File: config.mk
export PLATFORM = sky130hd
export DESIGN_NAME = fp16_align_flat
export DESIGN_NICKNAME = d
export VERILOG_FILES = /design/src/rtl/fp16_align_if.sv /design/src/rtl/fp16_align.sv /design/src/flat_wrapper.sv
export SDC_FILE = /design/constraint.sdc
export NUM_CORES = 1
export LEC_CHECK = 0
export ABC_AREA = 1
export CAP_MARGIN = 5
export CELL_PAD_IN_SITES_DETAIL_PLACEMENT = 1
export CELL_PAD_IN_SITES_GLOBAL_PLACEMENT = 1
export CORE_ASPECT_RATIO = 1.5
export CORE_MARGIN = 2
export CORE_UTILIZATION = 29
export DETAILED_ROUTE_END_ITERATION = 6
export PLACE_DENSITY = 0.84
export SYNTH_ARGS = -nofsm -noshare
export SYNTH_HDL_FRONTEND = slang
export SYNTH_SLANG_ARGS = --single-unit
File: constraint.sdc
create_clock -name clk -period 1.9 [get_ports clk]
set_clock_uncertainty 0.2 [all_clocks]
set_input_delay 0.285 -clock clk [delete_from_list [all_inputs] [get_ports clk]]
set_output_delay 0.285 -clock clk [all_outputs]
set_load 0.01 [all_outputs]
File: src/rtl/fp16_align_if.sv
// fp16_align_if: operand and result handshake bundle for fp16_align.
// slave is the aligner side, master is the producer/consumer side.
interface fp16_align_if #(
    parameter int MANT_W = 12,
    parameter int EXP_W  = 5
);
    logic              in_valid;
    logic              in_ready;
    logic [MANT_W-1:0] in_mant_a;
    logic [EXP_W-1:0]  in_exp_a;
    logic [MANT_W-1:0] in_mant_b;
    logic [EXP_W-1:0]  in_exp_b;
    logic              out_valid;
    logic              out_ready;
    logic [MANT_W-1:0] out_mant_a;
    logic [MANT_W-1:0] out_mant_b;
    logic [EXP_W-1:0]  out_exp;
    logic              out_sticky;

    modport slave (
        input  in_valid, in_mant_a, in_exp_a, in_mant_b, in_exp_b,
        input  out_ready,
        output in_ready,
        output out_valid, out_mant_a, out_mant_b, out_exp, out_sticky
    );

    modport master (
        output in_valid, in_mant_a, in_exp_a, in_mant_b, in_exp_b,
        output out_ready,
        input  in_ready,
        input  out_valid, out_mant_a, out_mant_b, out_exp, out_sticky
    );
endinterface

File: src/rtl/fp16_align.sv
// fp16_align: iterative fp16 operand aligner, one right shift per cycle.
// Define FP16_ALIGN_STICKY_EN to build the sticky accumulator.
module fp16_align #(
    parameter int MANT_W = 12,
    parameter int EXP_W  = 5
) (
    input  logic         clk,
    input  logic         reset,
    fp16_align_if.slave  bus
);
    localparam int CNT_W = $clog2(MANT_W + 1);

    localparam logic [1:0] S_IDLE  = 2'd0;
    localparam logic [1:0] S_SHIFT = 2'd1;
    localparam logic [1:0] S_DONE  = 2'd2;

    logic [1:0]        state;
    logic [CNT_W-1:0]  count;
    logic              tgt_b;
    logic [MANT_W-1:0] mant_a;
    logic [MANT_W-1:0] mant_b;
    logic [EXP_W-1:0]  exp_q;
    logic              valid_q;

    logic              accept;
    logic              a_small;
    logic [EXP_W-1:0]  diff;
    logic [CNT_W-1:0]  cnt_init;

    assign bus.in_ready = (state == S_IDLE) && !reset;
    assign accept       = bus.in_valid && bus.in_ready;
    assign a_small      = bus.in_exp_a < bus.in_exp_b;

    // Exponent distance, clamped so a full-width shift flushes the mantissa
    always_comb begin
        diff     = a_small ? (bus.in_exp_b - bus.in_exp_a)
                           : (bus.in_exp_a - bus.in_exp_b);
        cnt_init = CNT_W'(diff);
        if (int'(diff) >= MANT_W) begin
            cnt_init = CNT_W'(MANT_W);
        end
    end

    // Control FSM and datapath registers; the last shift lands in DONE
    always_ff @(posedge clk) begin
        if (reset) begin
            state   <= S_IDLE;
            count   <= '0;
            tgt_b   <= 1'b0;
            mant_a  <= '0;
            mant_b  <= '0;
            exp_q   <= '0;
            valid_q <= 1'b0;
        end else begin
            unique case (state)
                S_IDLE: begin
                    if (accept) begin
                        mant_a  <= bus.in_mant_a;
                        mant_b  <= bus.in_mant_b;
                        exp_q   <= a_small ? bus.in_exp_b : bus.in_exp_a;
                        count   <= cnt_init;
                        tgt_b   <= !a_small;
                        if (cnt_init != '0) begin
                            state <= S_SHIFT;
                        end else begin
                            state   <= S_DONE;
                            valid_q <= 1'b1;
                        end
                    end
                end
                S_SHIFT: begin
                    if (tgt_b) begin
                        mant_b <= mant_b >> 1;
                    end else begin
                        mant_a <= mant_a >> 1;
                    end
                    count <= count - CNT_W'(1);
                    if (count == CNT_W'(1)) begin
                        state   <= S_DONE;
                        valid_q <= 1'b1;
                    end
                end
                S_DONE: begin
                    if (bus.out_ready) begin
                        state   <= S_IDLE;
                        valid_q <= 1'b0;
                    end
                end
                default: begin
                    state   <= S_IDLE;
                    valid_q <= 1'b0;
                end
            endcase
        end
    end

    assign bus.out_valid  = valid_q;
    assign bus.out_mant_a = mant_a;
    assign bus.out_mant_b = mant_b;
    assign bus.out_exp    = exp_q;

`ifdef FP16_ALIGN_STICKY_EN
    logic sticky_q;
    logic shift_en;
    logic lsb;

    assign shift_en = (state == S_SHIFT);
    assign lsb      = tgt_b ? mant_b[0] : mant_a[0];

    // Collect every bit that falls off the target mantissa
    always_ff @(posedge clk) begin
        if (reset) begin
            sticky_q <= 1'b0;
        end else if (accept) begin
            sticky_q <= 1'b0;
        end else if (shift_en) begin
            sticky_q <= sticky_q | lsb;
        end
    end

    assign bus.out_sticky = sticky_q;
`else
    assign bus.out_sticky = 1'b0;
`endif
endmodule
File: src/flat_wrapper.sv
// flat-port wrapper written by rule: the top's interface ports become plain ports
module fp16_align_flat 
#(
    parameter int MANT_W = 12,
    parameter int EXP_W  = 5
)
  (clk, reset, bus_in_valid, bus_in_mant_a, bus_in_exp_a, bus_in_mant_b, bus_in_exp_b, bus_out_ready, bus_in_ready, bus_out_valid, bus_out_mant_a, bus_out_mant_b, bus_out_exp, bus_out_sticky);
  fp16_align_if #(.MANT_W(MANT_W), .EXP_W(EXP_W)) bus_i ();
  input  logic clk;
  input  logic reset;
  input wire logic [$bits(bus_i.in_valid)-1:0] bus_in_valid;
  input wire logic [$bits(bus_i.in_mant_a)-1:0] bus_in_mant_a;
  input wire logic [$bits(bus_i.in_exp_a)-1:0] bus_in_exp_a;
  input wire logic [$bits(bus_i.in_mant_b)-1:0] bus_in_mant_b;
  input wire logic [$bits(bus_i.in_exp_b)-1:0] bus_in_exp_b;
  input wire logic [$bits(bus_i.out_ready)-1:0] bus_out_ready;
  output wire logic [$bits(bus_i.in_ready)-1:0] bus_in_ready;
  output wire logic [$bits(bus_i.out_valid)-1:0] bus_out_valid;
  output wire logic [$bits(bus_i.out_mant_a)-1:0] bus_out_mant_a;
  output wire logic [$bits(bus_i.out_mant_b)-1:0] bus_out_mant_b;
  output wire logic [$bits(bus_i.out_exp)-1:0] bus_out_exp;
  output wire logic [$bits(bus_i.out_sticky)-1:0] bus_out_sticky;
  assign bus_i.in_valid = bus_in_valid;
  assign bus_i.in_mant_a = bus_in_mant_a;
  assign bus_i.in_exp_a = bus_in_exp_a;
  assign bus_i.in_mant_b = bus_in_mant_b;
  assign bus_i.in_exp_b = bus_in_exp_b;
  assign bus_i.out_ready = bus_out_ready;
  assign bus_in_ready = bus_i.in_ready;
  assign bus_out_valid = bus_i.out_valid;
  assign bus_out_mant_a = bus_i.out_mant_a;
  assign bus_out_mant_b = bus_i.out_mant_b;
  assign bus_out_exp = bus_i.out_exp;
  assign bus_out_sticky = bus_i.out_sticky;
  fp16_align #(.MANT_W(MANT_W), .EXP_W(EXP_W)) u_core (.clk(clk), .reset(reset), .bus(bus_i));
endmodule
# After elaboration in Yosys (flattened, before gate mapping)
# Index checks and enable logic that the tools add are counted.
[word_totals] elab_cells=55 ff_bits=37
[classes] addsub=3 n_reduce_logical=13 mux=21 n_eq_ne=9 magnitude_cmp=2
[ops] operator="12-bit two-way mux" n=4
[ops] operator="12-bit case mux with 2 select lines" n=2
[ops] operator="5-bit two-way mux" n=2
[ops] operator="5-bit subtractor" n=2
[ops] operator="3-bit AND reduction" n=3
[ops] operator="2-bit two-way mux" n=4
[ops] operator="4-bit two-way mux" n=2
[ops] operator="4-bit case mux with 2 select lines" n=1
[ops] operator="2-bit by 1-bit != test with 1-bit output, second input constant" n=3
[ops] operator="2-bit != test, second input constant" n=3
[ops] operator="2-bit case mux with 3 select lines" n=1
[ops] operator="5-bit by 4-bit greater-or-equal comparator with 1-bit output, second input constant" n=1
[ops] operator="5-bit less-than comparator" n=1
[ops] operator="4-bit by 1-bit == test with 1-bit output, second input constant" n=1
[ops] operator="1-bit two-way mux" n=4
[ops] operator="2-bit AND reduction" n=2
[ops] operator="4-bit AND reduction" n=1
[ops] operator="4-bit nonzero test" n=1
[ops] operator="4-bit by 1-bit subtractor with 4-bit output, second input constant" n=1
[ops] operator="1-bit case mux with 3 select lines" n=1
[ops] operator="2-bit by 1-bit == test with 1-bit output, second input constant" n=1
[ops] operator="2-bit == test, second input constant" n=1
[ops] operator="1-bit logical AND" n=2
[ops] operator="1-bit zero test" n=2
[ops] operator="other kinds (2)" n=2

# Longest topological paths before layout
[logic_depth] depth_word=8 mapped_depth=16 mapped_depth_nobuf=16

# Least setup slack after synthesis
# No wires, ideal clock.
[synth_path] kind="input-to-reg" startpoint="input bus_in_exp_a[0]" endpoint="register u_core.valid_q, in the netlist u_core.bus.out_valid" setup_ns=0.112 slack_ns=-0.131 arrival_ns=1.719 path_buffers=0 stages=14 cell_sequence="inv_1 -> ha_1 -> fa_1 -> nand3b_1 -> nand3_1 -> nand2_1 -> nand2_1 -> nand2_1 -> nor2_1 -> nand2_1 -> nand2_1 -> nand2_1 -> nand2_1 -> nand2_1"
[synth_between] elab_chain_len=7 elab_cells_between_ends=9 cone_classes="2 x add/sub; 2 x order compare; 1 x eq/ne; 2 x mux; 2 x reduce/logical"
[synth_rtl] element="from (decl)" line="flat_wrapper.sv:13" text="input wire logic [$bits(bus_i.in_exp_a)-1:0] bus_in_exp_a;"
[synth_rtl] element="5-bit subtractor (tied with other cells)" line="fp16_align.sv:37" text=": (bus.in_exp_a - bus.in_exp_b);"
[synth_rtl] element="5-bit two-way mux *" line="fp16_align.sv:36" text="diff = a_small ? (bus.in_exp_b - bus.in_exp_a)"
[synth_rtl] element="5-bit by 4-bit greater-or-equal comparator with 1-bit output" line="fp16_align.sv:39" text="if (int'(diff) >= MANT_W) begin"
[synth_rtl] element="4-bit two-way mux *" line="fp16_align.sv:39"
[synth_rtl] element="4-bit nonzero test *" line="fp16_align.sv:63" text="if (cnt_init != '0) begin"
[synth_rtl] element="2-bit != test (no line) *"
[synth_rtl] element="4-bit AND reduction (no line) *"
[synth_rtl] element="to (signal assigned)" line="fp16_align.sv:53" text="valid_q <= 1'b0;"
[synth_rtl] element="to (signal assigned)" line="fp16_align.sv:67" text="valid_q <= 1'b1;"
[synth_rtl] element="to (signal assigned)" line="fp16_align.sv:80" text="valid_q <= 1'b1;"
[synth_rtl] element="to (decl)" line="fp16_align.sv:23" text="logic valid_q;"
# Every way passes the cells marked *; elsewhere a longest branch is shown, timed or not.
# A chain may end at the register's enable or synchronous reset.

# Worst setup path after layout
[layout_path] startpoint="input bus_in_exp_b[0]" endpoint="register u_core.count[3]"
[layout_between] elab_chain_len=6 elab_cells_between_ends=8 cone_classes="2 x add/sub; 2 x order compare; 4 x mux"
[layout_rtl] element="from (decl)" line="flat_wrapper.sv:15" text="input wire logic [$bits(bus_i.in_exp_b)-1:0] bus_in_exp_b;"
[layout_rtl] element="5-bit subtractor (tied with other cells)" line="fp16_align.sv:37"
[layout_rtl] element="5-bit two-way mux *" line="fp16_align.sv:36"
[layout_rtl] element="5-bit by 4-bit greater-or-equal comparator with 1-bit output" line="fp16_align.sv:39"
[layout_rtl] element="4-bit two-way mux *" line="fp16_align.sv:39"
[layout_rtl] element="4-bit two-way mux *" line="fp16_align.sv:57" text="if (accept) begin"
[layout_rtl] element="4-bit case mux with 2 select lines *" line="fp16_align.sv:55" text="unique case (state)"
[layout_rtl] element="to (signal assigned)" line="fp16_align.sv:61" text="count <= cnt_init;"
[layout_rtl] element="to (signal assigned)" line="fp16_align.sv:77" text="count <= count - CNT_W'(1);"
[layout_rtl] element="to (decl)" line="fp16_align.sv:18" text="logic [CNT_W-1:0] count;"
# Every way passes the cells marked *; elsewhere a longest branch is shown, timed or not. The select of a mux whose other input is x is not followed.

==> flow_metrics.py <==
metrics = {
    "cts": {
        "clock-sinks": 37,
        "path_clk_slew_ps": 80,
        "clock-root-buffer": "clkbuf_8",
        "clk_path_buf_depth": 2,
        "cts_tree": "yes",
        "cts_made_buffers": 5,
        "insertion_delay_ps": 290,
        "htreeDepth": 2,
    },
    "timing": {
        "hold_ws_ps": 34.6,
        "fin_crit_ps": 1890,
        "tns_ps": 0,
        "hold_violations": 0,
        "drv_slew": 0,
        "rsz0062_at_grt": "true",
        "fin_crit_sh_pct": 99.4,
        "finalSetupViolCount": 0,
        "fmax_mhz": 530,
    },
    "drt": {
        "dr.pass1.iters": 4,
        "routed_wl_mm": 8.06,
        "drtAntennaViolNets": 0,
        "routed_via_density": 4.89,
        "via_count": 2531,
        "drt_iter0_markers": 56,
        "drcViolationCount": 0,
        "wire_per_inst_um": 15.6,
    },
    "pwr": {
        "power_w": 0.00379,
        "pwr_density_cell_mw_per_mm2": 1070,
        "power_leakage_nw": 1.57,
        "ir_worst_vdd_mv": 0.364,
    },
    "yosys": {
        "netlist_area_mm2": 0.00215,
        "synth_cell_types": 30,
        "syn-mean-instance-area_um2": 6.89,
        "syn-instance-count": 312,
        "synth_seq_area_share_pct": 34.5,
        "yosysWarnings": 0,
        "synth-seq-cells": 37,
        "syn_nets": 363,
    },
    "worst_hold_path": {
        "min_from": "bus_in_exp_b[0]",
        "min_path_type": "input port to flop",
    },
    "cells_and_area": {
        "syn_to_final_growth_pct": 65.3,
        "fin_area_mm2": 0.00355,
        "final_util_pct": 49.2,
        "num_antenna_cells": 0,
        "drive_above_1_share_pct": 28.0,
        "finalNetCount": 468,
        "nFillCells": 916,
    },
    "setup_path": {
        "crit_fanout": 3,
        "r2r_start": "u_core.state[0]$_SDFFE_PP0P_",
        "endpoint_kind": "flop",
        "cp-startpoint": "bus_in_exp_b[0]",
        "critPathKind": "input port to flop",
        "critPathArrivalTime_ps": 1930,
        "worst-endpoint-required_ps": 1940,
        "start_kind": "input port",
    },
    "run_status": {
        "status": "completed",
    },
    "placed_design": {
        "place_area_mm2": 0.00321,
        "io_buffers": 68,
        "routabilityCongestion": 0.907,
        "hpwl_mm": 5.59,
    },
    "run": {
        "maxCapViolations": 0,
    },
    "floorplanning": {
        "rows": 38,
        "core_mm2": 0.00723,
        "die_y_um": 109,
        "initial_utilization_pct": 29.7,
        "boundaryPins": 70,
        "die_width_um": 74.3,
        "dieArea_mm2": 0.00813,
    },
    "global_routing": {
        "grt_pass1_vias": 2811,
        "antenna_found_initial": 0,
        "grt_pass1_wl_mm": 12.8,
        "grt_max_degree": 23,
        "grt_overflow_total": 0,
        "track_usage_pct": 20.2,
    },
}
-- cells in the mapped netlist (all sizes together) --
library cell	number	area, um^2
nor3	4	31.3
dfxtp	37	741
nand4	5	31.3
nand3b	2	15.0
ha	11	138
xor2	1	8.76
or2	1	6.26
nand2	100	385
a21oi	14	70.1
nor2	7	36.3
a31oi	23	144
fa	2	40.0
xnor2	1	8.76
clkbuf	10	40.0
inv	34	128
conb	1	3.75
buf	7	52.5
o22ai	1	6.26
o31ai	1	7.51
o21ai	32	160
nand3	18	95.1
-- power by group --
part           total [W]  internal, W  switching, W  leakage, nW
Sequential       0.00123      0.00104      0.000195        0.306
Combinational    0.00201     0.000987       0.00103         1.22
Clock           0.000544     0.000254      0.000289       0.0450
-- registers in the layout (all words and copies together), names as in the netlist --
name	cells
u_core.bus.out_mant_a	12
u_core.bus.out_valid	1
u_core.bus.out_exp	5
u_core.tgt_b	1
u_core.bus.out_mant_b	12
u_core.state	2
u_core.count	4
-- metrics by stage --
stage	instances	setup WS [ps]
4_1_cts	513	-12.8
2_1_floorplan	312	-29.3
3_3_place_gp	501	-773
5_1_grt	518	-70.8
3_5_place_dp	501	-874
6_report	518	12.3
-- cell families (layout without fill, tap and decap cells) --
logic type	after synthesis	count (layout)	synth area share, %
other cells	1	1	0.175
simple gates	137	137	28.0
xor+xnor	2	2	0.816
compound gates	71	71	18.1
fa+ha+maj	13	13	8.27
buf+inv	51	157	10.3
flops	37	37	34.5
-- repair_timing --
item | CTS | global route
endpoints found under the setup margin | 13 | 7
buffers inserted | 4 | 5
hold buffers | 0 | 0
gates resized for setup | 55 | 42
pin swaps | 10 | 25
-- path summary, 6_finish.rpt --
check                                                              to  slack, ps  cells past startpoint
worst max-delay path                     u_core.count[3]$_SDFFE_PP0P_         10                     16
worst min register to register     u_core.bus.out_exp[2]$_SDFFE_PP0P_        280                      2
worst min-delay path               u_core.bus.out_exp[0]$_SDFFE_PP0P_         30                      3
worst max register to register  u_core.bus.out_mant_a[2]$_SDFFE_PP0P_        200                      8
-- area by class of cell --
cell class / instances / area, um^2 / area share (%)
Clock buffer: 6 / 72.6 / 2.04
Clock inverter: 2 / 10.0 / 0.282
Inverter: 34 / 145 / 4.09
Multi-Input combinational cell: 224 / 1420 / 39.8
Sequential cell: 37 / 742 / 20.9
Tap cell: 100 / 125 / 3.52
Timing Repair Buffer: 115 / 1040 / 29.3
-- per-layer routing --
layer	GRT usage [%]	share of wire, %	routed length (um)
met1	19.2	34	2760
met2	41.8	59	4780
met3	3.12	3.9	312
met4	7.02	2.4	197
met5	0	0.087	7
-- worst max-delay path, cell delays in order --
cell and delay, ps:
buf_6 90, inv_2 30, ha_2 190, fa_2 360, inv_2 90, nand3_2 100
nand2_1 80, nand2_1 70, nand2_2 80, nand2_2 70, nand2_4 90, nor2_4 40
buf_6 110, nand2_2 40, nand4_1 110, inv_1 90
-- cell usage in the layout (no fill, tap or decap), types with 9 or more instances in the layout --
cell type	n
nand2_1	83
clkdlybuf4s50_1	57
buf_4	43
dfxtp_1	36
o21ai_0	32
a31oi_1	23
inv_1	22
nand2_2	12
nand3_1	12
a21oi_1	11
inv_2	9
Power figures use the tool's default switching activity.
